==> src/rtl/multicycle_control_pkg.sv <==
// Shared encodings for the multicycle control FSM, its output decode and the
// downstream ALU control unit.
package multicycle_control_pkg;

    typedef enum logic [3:0] {
        S_FETCH  = 4'd0,
        S_DECODE = 4'd1,
        S_MEMADR = 4'd2,
        S_MEMRD  = 4'd3,
        S_MEMWB  = 4'd4,
        S_MEMWR  = 4'd5,
        S_EXEC   = 4'd6,
        S_RWB    = 4'd7,
        S_BRANCH = 4'd8,
        S_JUMP   = 4'd9,
        S_ADDIEX = 4'd10,
        S_ADDIWB = 4'd11
    } state_e;

    localparam logic [5:0] OP_RTYPE = 6'b000000;
    localparam logic [5:0] OP_LW    = 6'b100011;
    localparam logic [5:0] OP_SW    = 6'b101011;
    localparam logic [5:0] OP_BEQ   = 6'b000100;
    localparam logic [5:0] OP_J     = 6'b000010;
    localparam logic [5:0] OP_ADDI  = 6'b001000;

    // aluOp codes, also consumed by the ALU control unit
    localparam logic [1:0] ALUOP_ADD   = 2'b00;
    localparam logic [1:0] ALUOP_SUB   = 2'b01;
    localparam logic [1:0] ALUOP_RTYPE = 2'b10;

    localparam logic [1:0] PCSRC_ALU    = 2'b00;
    localparam logic [1:0] PCSRC_ALUOUT = 2'b01;
    localparam logic [1:0] PCSRC_JUMP   = 2'b10;

    localparam logic [1:0] SRCB_REGB  = 2'b00;
    localparam logic [1:0] SRCB_FOUR  = 2'b01;
    localparam logic [1:0] SRCB_IMM   = 2'b10;
    localparam logic [1:0] SRCB_IMMSH = 2'b11;

    typedef struct packed {
        logic       pcWrite;
        logic       pcWriteCond;
        logic       iorD;
        logic       memRead;
        logic       memWrite;
        logic       irWrite;
        logic       memToReg;
        logic       regWrite;
        logic       regDst;
        logic       aluSrcA;
        logic [1:0] pcSource;
        logic [1:0] aluSrcB;
        logic [1:0] aluOp;
    } ctrl_t;

    function automatic logic op_is_legal(input logic [5:0] op);
        return (op == OP_RTYPE) || (op == OP_LW) || (op == OP_SW) ||
               (op == OP_BEQ)   || (op == OP_J)  || (op == OP_ADDI);
    endfunction

endpackage

==> src/rtl/multicycle_control_decode.sv <==
// Pure combinational decode of FSM state into datapath controls.
// While reset is high it decodes FETCH with every write enable suppressed.
module control_decode
    import multicycle_control_pkg::*;
(
    input  state_e state_i,
    input  logic   mem_ready_i,
    input  logic   reset_i,
    output ctrl_t  ctrl_o
);

    state_e st;
    assign st = reset_i ? S_FETCH : state_i;

    // Per-state control decode; anything not set for a state stays 0
    always_comb begin
        ctrl_o = '0;
        case (st)
            S_FETCH: begin
                ctrl_o.memRead  = 1'b1;
                ctrl_o.aluSrcB  = SRCB_FOUR;
                ctrl_o.aluOp    = ALUOP_ADD;
                ctrl_o.pcSource = PCSRC_ALU;
                // Only latch IR / advance PC in the cycle the fetch completes
                ctrl_o.irWrite  = mem_ready_i && !reset_i;
                ctrl_o.pcWrite  = mem_ready_i && !reset_i;
            end
            S_DECODE: begin
                ctrl_o.aluSrcB = SRCB_IMMSH;
                ctrl_o.aluOp   = ALUOP_ADD;
            end
            S_MEMADR, S_ADDIEX: begin
                ctrl_o.aluSrcA = 1'b1;
                ctrl_o.aluSrcB = SRCB_IMM;
                ctrl_o.aluOp   = ALUOP_ADD;
            end
            S_MEMRD: begin
                ctrl_o.memRead = 1'b1;
                ctrl_o.iorD    = 1'b1;
            end
            S_MEMWR: begin
                ctrl_o.memWrite = 1'b1;
                ctrl_o.iorD     = 1'b1;
            end
            S_MEMWB: begin
                ctrl_o.regWrite = 1'b1;
                ctrl_o.memToReg = 1'b1;
            end
            S_EXEC: begin
                ctrl_o.aluSrcA = 1'b1;
                ctrl_o.aluSrcB = SRCB_REGB;
                ctrl_o.aluOp   = ALUOP_RTYPE;
            end
            S_RWB: begin
                ctrl_o.regWrite = 1'b1;
                ctrl_o.regDst   = 1'b1;
            end
            S_ADDIWB: begin
                ctrl_o.regWrite = 1'b1;
            end
            S_BRANCH: begin
                ctrl_o.aluSrcA     = 1'b1;
                ctrl_o.aluSrcB     = SRCB_REGB;
                ctrl_o.aluOp       = ALUOP_SUB;
                ctrl_o.pcWriteCond = 1'b1;
                ctrl_o.pcSource    = PCSRC_ALUOUT;
            end
            S_JUMP: begin
                ctrl_o.pcWrite  = 1'b1;
                ctrl_o.pcSource = PCSRC_JUMP;
            end
            default: ctrl_o = '0;
        endcase
    end

endmodule

==> src/rtl/multicycle_control.sv <==
// Multicycle MIPS-style control FSM: state register and next-state logic,
// with output decode delegated to control_decode.
module multicycle_control
    import multicycle_control_pkg::*;
#(
    parameter bit MEM_WAIT_EN = 1'b1
) (
    input  logic       clk,
    input  logic       reset,
    input  logic [5:0] opcode,
    input  logic       memReady,
    output logic       pcWrite,
    output logic       pcWriteCond,
    output logic       iorD,
    output logic       memRead,
    output logic       memWrite,
    output logic       irWrite,
    output logic       memToReg,
    output logic       regWrite,
    output logic       regDst,
    output logic       aluSrcA,
    output logic [1:0] pcSource,
    output logic [1:0] aluSrcB,
    output logic [1:0] aluOp,
    output logic [3:0] state,
    output logic       illegalOp
);

    state_e state_q;
    logic   mem_rdy;
    ctrl_t  ctrl;

    // With waits disabled every memory access completes in one cycle
    assign mem_rdy = MEM_WAIT_EN ? memReady : 1'b1;

    // State register and transitions; opcode is only looked at in DECODE/MEMADR
    always_ff @(posedge clk) begin
        if (reset) begin
            state_q <= S_FETCH;
        end else begin
            case (state_q)
                S_FETCH:  if (mem_rdy) state_q <= S_DECODE;
                S_DECODE: begin
                    case (opcode)
                        OP_LW, OP_SW: state_q <= S_MEMADR;
                        OP_RTYPE:     state_q <= S_EXEC;
                        OP_BEQ:       state_q <= S_BRANCH;
                        OP_J:         state_q <= S_JUMP;
                        OP_ADDI:      state_q <= S_ADDIEX;
                        default:      state_q <= S_FETCH;
                    endcase
                end
                S_MEMADR: begin
                    if (opcode == OP_LW)      state_q <= S_MEMRD;
                    else if (opcode == OP_SW) state_q <= S_MEMWR;
                    else                      state_q <= S_FETCH;
                end
                S_MEMRD:  if (mem_rdy) state_q <= S_MEMWB;
                S_MEMWR:  if (mem_rdy) state_q <= S_FETCH;
                S_EXEC:   state_q <= S_RWB;
                S_ADDIEX: state_q <= S_ADDIWB;
                default:  state_q <= S_FETCH;
            endcase
        end
    end

    control_decode u_decode (
        .state_i     (state_q),
        .mem_ready_i (mem_rdy),
        .reset_i     (reset),
        .ctrl_o      (ctrl)
    );

    assign pcWrite     = ctrl.pcWrite;
    assign pcWriteCond = ctrl.pcWriteCond;
    assign iorD        = ctrl.iorD;
    assign memRead     = ctrl.memRead;
    assign memWrite    = ctrl.memWrite;
    assign irWrite     = ctrl.irWrite;
    assign memToReg    = ctrl.memToReg;
    assign regWrite    = ctrl.regWrite;
    assign regDst      = ctrl.regDst;
    assign aluSrcA     = ctrl.aluSrcA;
    assign pcSource    = ctrl.pcSource;
    assign aluSrcB     = ctrl.aluSrcB;
    assign aluOp       = ctrl.aluOp;

    // Debug state reads as FETCH while reset is held
    assign state     = reset ? S_FETCH : state_q;
    assign illegalOp = !reset && (state_q == S_DECODE) && !op_is_legal(opcode);

endmodule
==> config.mk <==
export PLATFORM = sky130hd
export DESIGN_NAME = multicycle_control
export DESIGN_NICKNAME = d
export VERILOG_FILES = /design/src/rtl/multicycle_control_pkg.sv /design/src/rtl/multicycle_control_decode.sv /design/src/rtl/multicycle_control.sv
export SDC_FILE = /design/constraint.sdc
export NUM_CORES = 1
export LEC_CHECK = 0
export ABC_AREA = 1
export CAP_MARGIN = 20
export CORE_MARGIN = 4
export CORE_UTILIZATION = 43
export CTS_BUF_LIST = sky130_fd_sc_hd__clkbuf_16
export CTS_CLUSTER_DIAMETER = 200
export DETAILED_ROUTE_END_ITERATION = 8
export GPL_TIMING_DRIVEN = 1
export PLACE_DENSITY = 0.83
export SYNTH_ARGS = -nofsm -noshare
export SYNTH_HDL_FRONTEND = slang
export SYNTH_HIERARCHICAL = 1
export SYNTH_SLANG_ARGS = --single-unit
==> constraint.sdc <==
create_clock -name clk -period 3.3 [get_ports clk]
set_clock_uncertainty 0.15 [all_clocks]
set_input_delay 0.66 -clock clk [delete_from_list [all_inputs] [get_ports clk]]
set_output_delay 0.66 -clock clk [all_outputs]
set_load 0.05 [all_outputs]
==> results of run 1 <==
==> Yosys cell counts (2+ instances only) <==
master,count
o21ai_2,2
dfxtp_1,4
nand3_1,13
o21ai_1,4
inv_2,5
nand3_2,2
nor2_2,6
a21oi_1,2
inv_1,20
nor2_1,27
nand2_2,2
nand2_1,45
==> critical path, stage by stage <==
cell             delay, ns
clkdlybuf4s50_1       0.60
inv_2                 0.21
nand2_2               0.09
nor2_2                0.14
nand2_1               0.11
inv_1                 0.18
buf_12                0.17
==> where the power goes <==
| part | internal, uW | total (uW) | switching [uW] | leakage [uW] |
|---|---|---|---|---|
| clock | 155 | 190 | 34.8 | 0.0000370 |
| sequential | 51.0 | 57.2 | 6.21 | 0.0000325 |
| combinational | 46.5 | 118 | 71.5 | 0.000573 |
==> metal layers <==
metal	GRT usage (%)	up-vias
met5	0	-
met4	11.0	0
met3	2.68	8
met2	42.0	59
met1	30.6	428
li1	-	475
==> cells by family (layout without fill, tap and decap cells) <==
logic type,after synthesis,count (layout),synth area share (%)
compound gates,8,8,7.35
simple gates,97,97,64.6
flops,4,4,12.4
buf+inv,26,57,15.7
==> stage by stage <==
stage	area [um^2]	cells
2_1_floorplan	647	135
3_3_place_gp	1110	178
3_5_place_dp	1110	178
4_1_cts	1180	181
5_1_grt	1180	181
6_report	1180	181
==> worst max path at each step <==
stage | end | start
4_1_cts | pcSource[0] | reset
6_report | pcSource[0] | reset
2_1_floorplan | illegalOp | opcode[1]
3_3_place_gp | aluSrcB[0] | reset
5_1_grt | pcSource[0] | reset
3_5_place_dp | pcSource[0] | reset
==> final cells by class <==
cell class / instances / share of cell area [%]
clock buffer: 3 / 6.34
inverter: 25 / 7.93
multi-input combinational: 105 / 39.3
sequential: 4 / 6.77
tap: 15 / 1.59
timing repair buffer: 29 / 38.1
==> placed cells by master (no fill, tap or decap), drive strengths merged <==
cell type and count:
nand3 15, nor3 1, nor2 33, inv 25
nand2 47, o21ai 6, clkbuf 3, nand3b 1
dfxtp 4, clkdlybuf4s50 8, a21oi 2, buf 21
==> results.toml, run 1 <==
[status]
outcome = "finished clean"

[hold_path]
holdPathStages = 4
sink_of_the_worst_hold_path = "state_q[2]"
worstHoldPathType = "flip-flop to flip-flop"
worst_min_path_start = "state_q[2]"

[cts]
clock_path_buffers = 2
post_cts.repair.setup_buffers = 0
cts_hold_buf = 0
cts_buffer_count = 3
post_cts_resized = 0
cts_htree_levels = 1
cts_root_buffer = "clkbuf_16"
tritoncts = "built"
cts.sink_count = 4
worst_skew_pair.late_latency_ns = 0.22
cts.clk_slew.worst_paths_ns = 0.03

[sta]
tcrit_tclk_final_pct = 90.1
timing_hold_violations_final = 0
rsz0062_at_grt = "no"
setup_viol = 0
finalHoldWorstSlack_ns = 0.579
slew_headroom_pct = 74.0
worst_slack_ns = 0.327
slew_at_the_pin_closest_to_its_max_slew_limit_ns = 0.387
achievable-frequency_mhz = 336
finalMaxSlewViolations = 0
setup_tns_ns = 0
final_critical_delay_including_setup_and_external_delays_ns = 2.97

[floorplanning]
die_area_um2 = 2190
floorplan.die.width_um = 46.8
start_util_pct = 47.3
fp.dieH_um = 46.8
floorplan.io_pins = 30
placeableCoreArea_um2 = 1370
num_rows = 13

[cells_and_area]
largest_register = "state_q"
multi_input_comb_area_um2 = 465
drive_gt1_share_pct = 24.7
syn_to_final_growth_pct = 83.0
area.sequential_um2 = 80.1
diodes = 0
design.final.nets = 177
largest_register_ff_count = 4
fill_cell_count = 86
final_core_util_pct = 86.6
largestRegisters = "state_q x4"

[pwr]
fin_total_pwr_uw = 365
powerDensity_nw_per_um2 = 308
ir_worst_vdd_uv = 383
static_power_due_to_leakage_uw = 0.000642

[worst_setup_path]
worst_ep_required_time_ns = 2.49
worst_setup_start_kind = "input port"
cp.arrival_ns = 2.16
destination_of_the_worst_register_to_register_timing_path = "state_q[0]"
path_max_fanout = 10
critPathCaptureType = "output pin"
crit-reg2reg-launch = "state_q[2]"
regToRegSetupSlack_ns = 1.66
reg2regPathDepth = 8
setup.worst_path.class = "input port to output pin"

[synth]
ys_seq_elements = 4
ys_seq_area_share_pct = 12.4
async_flop_share_pct = 0
synthCells = 135
yosysWarningCount = 6
synth_ff_type = "dfxtp_1"
number_of_flops_mapped_to_enable_cells_by_yosys = 0
synth.largest_area_cell = "nand2_1"
synth_largest_type_area_fraction_pct = 26.1
mappedNetlistNets = 144
post_synth_main_area_contributors = "nand2_1 (26%), nor2_1 (16%), dfxtp_1 (12%)"
yosysUniqueCellTypes = 15
syn-mean-instance-area_um2 = 4.79
mappedNetlistArea_um2 = 647

[grt]
grt_antenna_before_repair = 0
grt_usage_pct = 24.5
remaining_global_route_overflow = 0
first_pass_grt_wire_length_mm = 3.88
first_global_vias = 881
grt_start_max_net_pins = 11

[route]
drt-initial-drc-count = 78
totalWireLength_mm = 2.36
dr_wl_met2_mm = 1.20
wl_per_cell_um = 13.0
detailroute.wirelength.met3_um = 197
m1WireLength_um = 882
detailed_route_vias_per_instance = 5.36
num_vias = 970
final_antenna_net_count = 0
drc = 0
route.top_layer_used = "met4"
drtPass1Iterations = 5

[job]
max_cap_violations = 0

[placement]
port_buffers = 29
gp_routability_congestion = 0.907
dp.final_hpwl_mm = 1.73
pre_cts_ws_ns = 0.357
No activity file was read; power rests on OpenSTA's default activity.
==> run 2: changes to the inputs <==
- ABC_AREA: 1 -> 0
- CORE_UTILIZATION: 43 -> 45
==> run 2 against run 1 <==
Combinational power decreased by 33%; critical path type unchanged; routed wire length increased by 1.7%; maximum frequency rose by 2.4%; non-clock buffer count grew 3; critical endpoint is now illegalOp; first-iteration DRC count fell by 69%; highest routed layer unchanged; worst hold slack improved by 0.022 ns; global-route usage is 2.3 points lower; sequential share of layout area fell by 0.53 points; final cell count down 23%.
==> results.toml, run 2 <==
[synth]
yosysWarningCount = 6
mappedNetlistNets = 109
ys_seq_area_share_pct = 11.0
xor_xnor_fraction_of_synth_area_pct = 4.80
synthCells = 100
synth.largest_area_cell = "dfxtp_1"
main_combinational_cell_family_by_area_after_synthesis = "simple AND/OR/NAND/NOR gates"
mappedNetlistArea_um2 = 729
post_synth_main_area_contributors = "dfxtp_1 (11%), nor3_1 (5.5%), nor2_1 (5.1%)"
synth_most_common_cell = "nor2_1"
synth_largest_type_area_fraction_pct = 11.0
ys_seq_elements = 4
synth_adder_area_share_pct = 0
synth_compound_area_share_pct = 27.1
number_of_flops_mapped_to_enable_cells_by_yosys = 0
yosys-top-cells-count = "nor2_1 (10), nor3_1 (8), o21ai_0 (6)"
yosysUniqueCellTypes = 44
synth_ff_type = "dfxtp_1"
syn-mean-instance-area_um2 = 7.29
synthSimpleGateAreaFrac_pct = 46.1
async_flop_share_pct = 0
synth.mux.area_fraction_pct = 0

[route]
num_vias = 924
drtPass1Iterations = 4
totalWireLength_mm = 2.40
drt-initial-drc-count = 24
detailed_route_vias_per_instance = 6.60
drc = 0
final_antenna_net_count = 0
wl_per_cell_um = 17.2

[pwr]
ir_worst_vdd_uv = 196
seqPwrFrac_pct = 16.2
net-switching-power_uw = 81.5
fin_total_pwr_uw = 322
comb_power_share_pct = 24.5
static_power_due_to_leakage_uw = 0.000439
power.switching_fraction_pct = 25.3
powerDensity_nw_per_um2 = 251
clockPowerShare_pct = 59.4
internal-power_uw = 241

[cells_and_area]
most-common-layout-cells = "buf_12 (21), nor2_1 (10), nor3_1 (8), clkdlybuf4s50_1 (8), o21ai_0 (6)"
fill_cell_count = 83
largestRegisters = "state_q x4"
drive_gt1_share_pct = 29.0
diodes = 0
largest_register = "state_q"
layout.cells.most_common = "buf_12"
largest_register_ff_count = 4
final_core_util_pct = 84.3
syn_to_final_growth_pct = 76.2
design.final.nets = 135

[sta]
final_critical_delay_including_setup_and_external_delays_ns = 2.90
setup_viol = 0
finalHoldWorstSlack_ns = 0.601
tcrit_tclk_final_pct = 88.0
setup_tns_ns = 0
slew_headroom_pct = 41.5
finalMaxSlewViolations = 0
slew_at_the_pin_closest_to_its_max_slew_limit_ns = 0.876
achievable-frequency_mhz = 344
timing_hold_violations_final = 0
rsz0062_at_grt = "no"

[floorplanning]
num_rows = 14
die_area_um2 = 2330
start_util_pct = 47.9
floorplan.die.width_um = 48.3
placeableCoreArea_um2 = 1520
floorplan.io_pins = 30
fp.dieH_um = 48.3

[cts]
post_cts.repair.setup_buffers = 0
cts_buffer_count = 3
cts.clk_slew.worst_paths_ns = 0.03
clock_path_buffers = 2
post_cts_resized = 0
cts_hold_buf = 0
cts_htree_levels = 1
cts_root_buffer = "clkbuf_16"
cts.sink_count = 4
worst_skew_pair.late_latency_ns = 0.23
tritoncts = "built"

[job]
max_cap_violations = 0

[worst_setup_path]
critical_path_cell_list = "clkdlybuf4s50_1, nor4_1, o21ai_0, and4_1, buf_12"
critPathCaptureType = "output pin"
path_max_fanout = 5
worst_setup_start_kind = "input port"
critical_path_buffers_and_inverters = 2
cp.arrival_ns = 2.09
critical-path-top-delay-family = "simple AND/OR/NAND/NOR gates"
worst_ep_required_time_ns = 2.49
crit_path_max_incr_delay_ns = 0.49
worst_path_max_delay_cell = "clkdlybuf4s50_1"
setup.worst_path.class = "input port to output pin"

[placement]
gp_routability_congestion = 0.807
dp.final_hpwl_mm = 1.60
port_buffers = 29

[grt]
remaining_global_route_overflow = 0
first_global_vias = 775
grt_antenna_before_repair = 0
first_pass_grt_wire_length_mm = 3.59
grt_usage_pct = 22.2
grt_start_max_net_pins = 26

[hold_path]
worstHoldPathType = "flip-flop to flip-flop"

[status]
outcome = "finished clean"
[run 2: cell types whose count changed after synthesis, sizes merged, moves of 4 or more]
cell,delta
nor3b,+4
nor3,+7
nand2,-44
nor2b,+5
inv,-22
buf,+7
nor2,-23
nand3,-12
[run 2: final cells by class]
class | instances | area, um^2 | area share, %
clock buffer | 3 | 75.1 | 5.84
timing repair buffer | 32 | 523 | 40.7
inverter | 3 | 11.3 | 0.876
sequential | 4 | 80.1 | 6.23
tap | 16 | 20.0 | 1.56
multi-input combinational | 82 | 576 | 44.8
[run 2: per-layer routing]
metal	share of wire, %	track usage (%)	wire length [um]	up-vias
li1	-	-	-	426
met1	40	26.8	971	434
met2	50	37.5	1200	53
met3	6.6	3.69	158	11
met4	2.9	11.3	70	0
met5	0	0	0	-
[run 2: kinds of logic (layout without fill, tap and decap cells)]
group                     count (synthesis)  in the layout
xor gates and xnor gates                  4              4
buffers and inverters                    14             38
DFF                                       4              4
AOI/OAI and AO/OA                        25             25
and+or+nand+nor                          53             53
[run 2: path summary, 6_finish.rpt]
path               from          to  slack, ns  cells past startpoint
max           opcode[5]   illegalOp       0.40                      5
min          state_q[2]  state_q[3]       0.60                      1
min reg2reg  state_q[2]  state_q[3]       0.60                      1
max reg2reg  state_q[2]  state_q[1]       1.16                      5
[run 2: power by group through the flow]
stage	logic, uW	registers, uW	clock network (uW)
global route	82.8	52.3	199
detailed placement	77.6	52.6	0
floorplan	41.3	51.5	0
global placement	74.8	52.6	0
finish	78.8	52.1	191
CTS	78.5	52.0	192
[run 2: worst register-to-register path, stage by stage (launching register included)]
cell and delay [ns]:
dfxtp_1 0.65, buf_4 0.28, and2b_1 0.24, nor3b_1 0.16
o311ai_0 0.42, a221oi_2 0.10
[run 2: per-stage QoR]
stage,std cells,instance area (um^2),setup slack (ns)
3_5_place_dp,137,1210,0.396
4_1_cts,140,1280,0.386
5_1_grt,140,1280,0.298
2_1_floorplan,100,736,-0.0717
6_report,140,1280,0.395
3_3_place_gp,137,1210,0.447
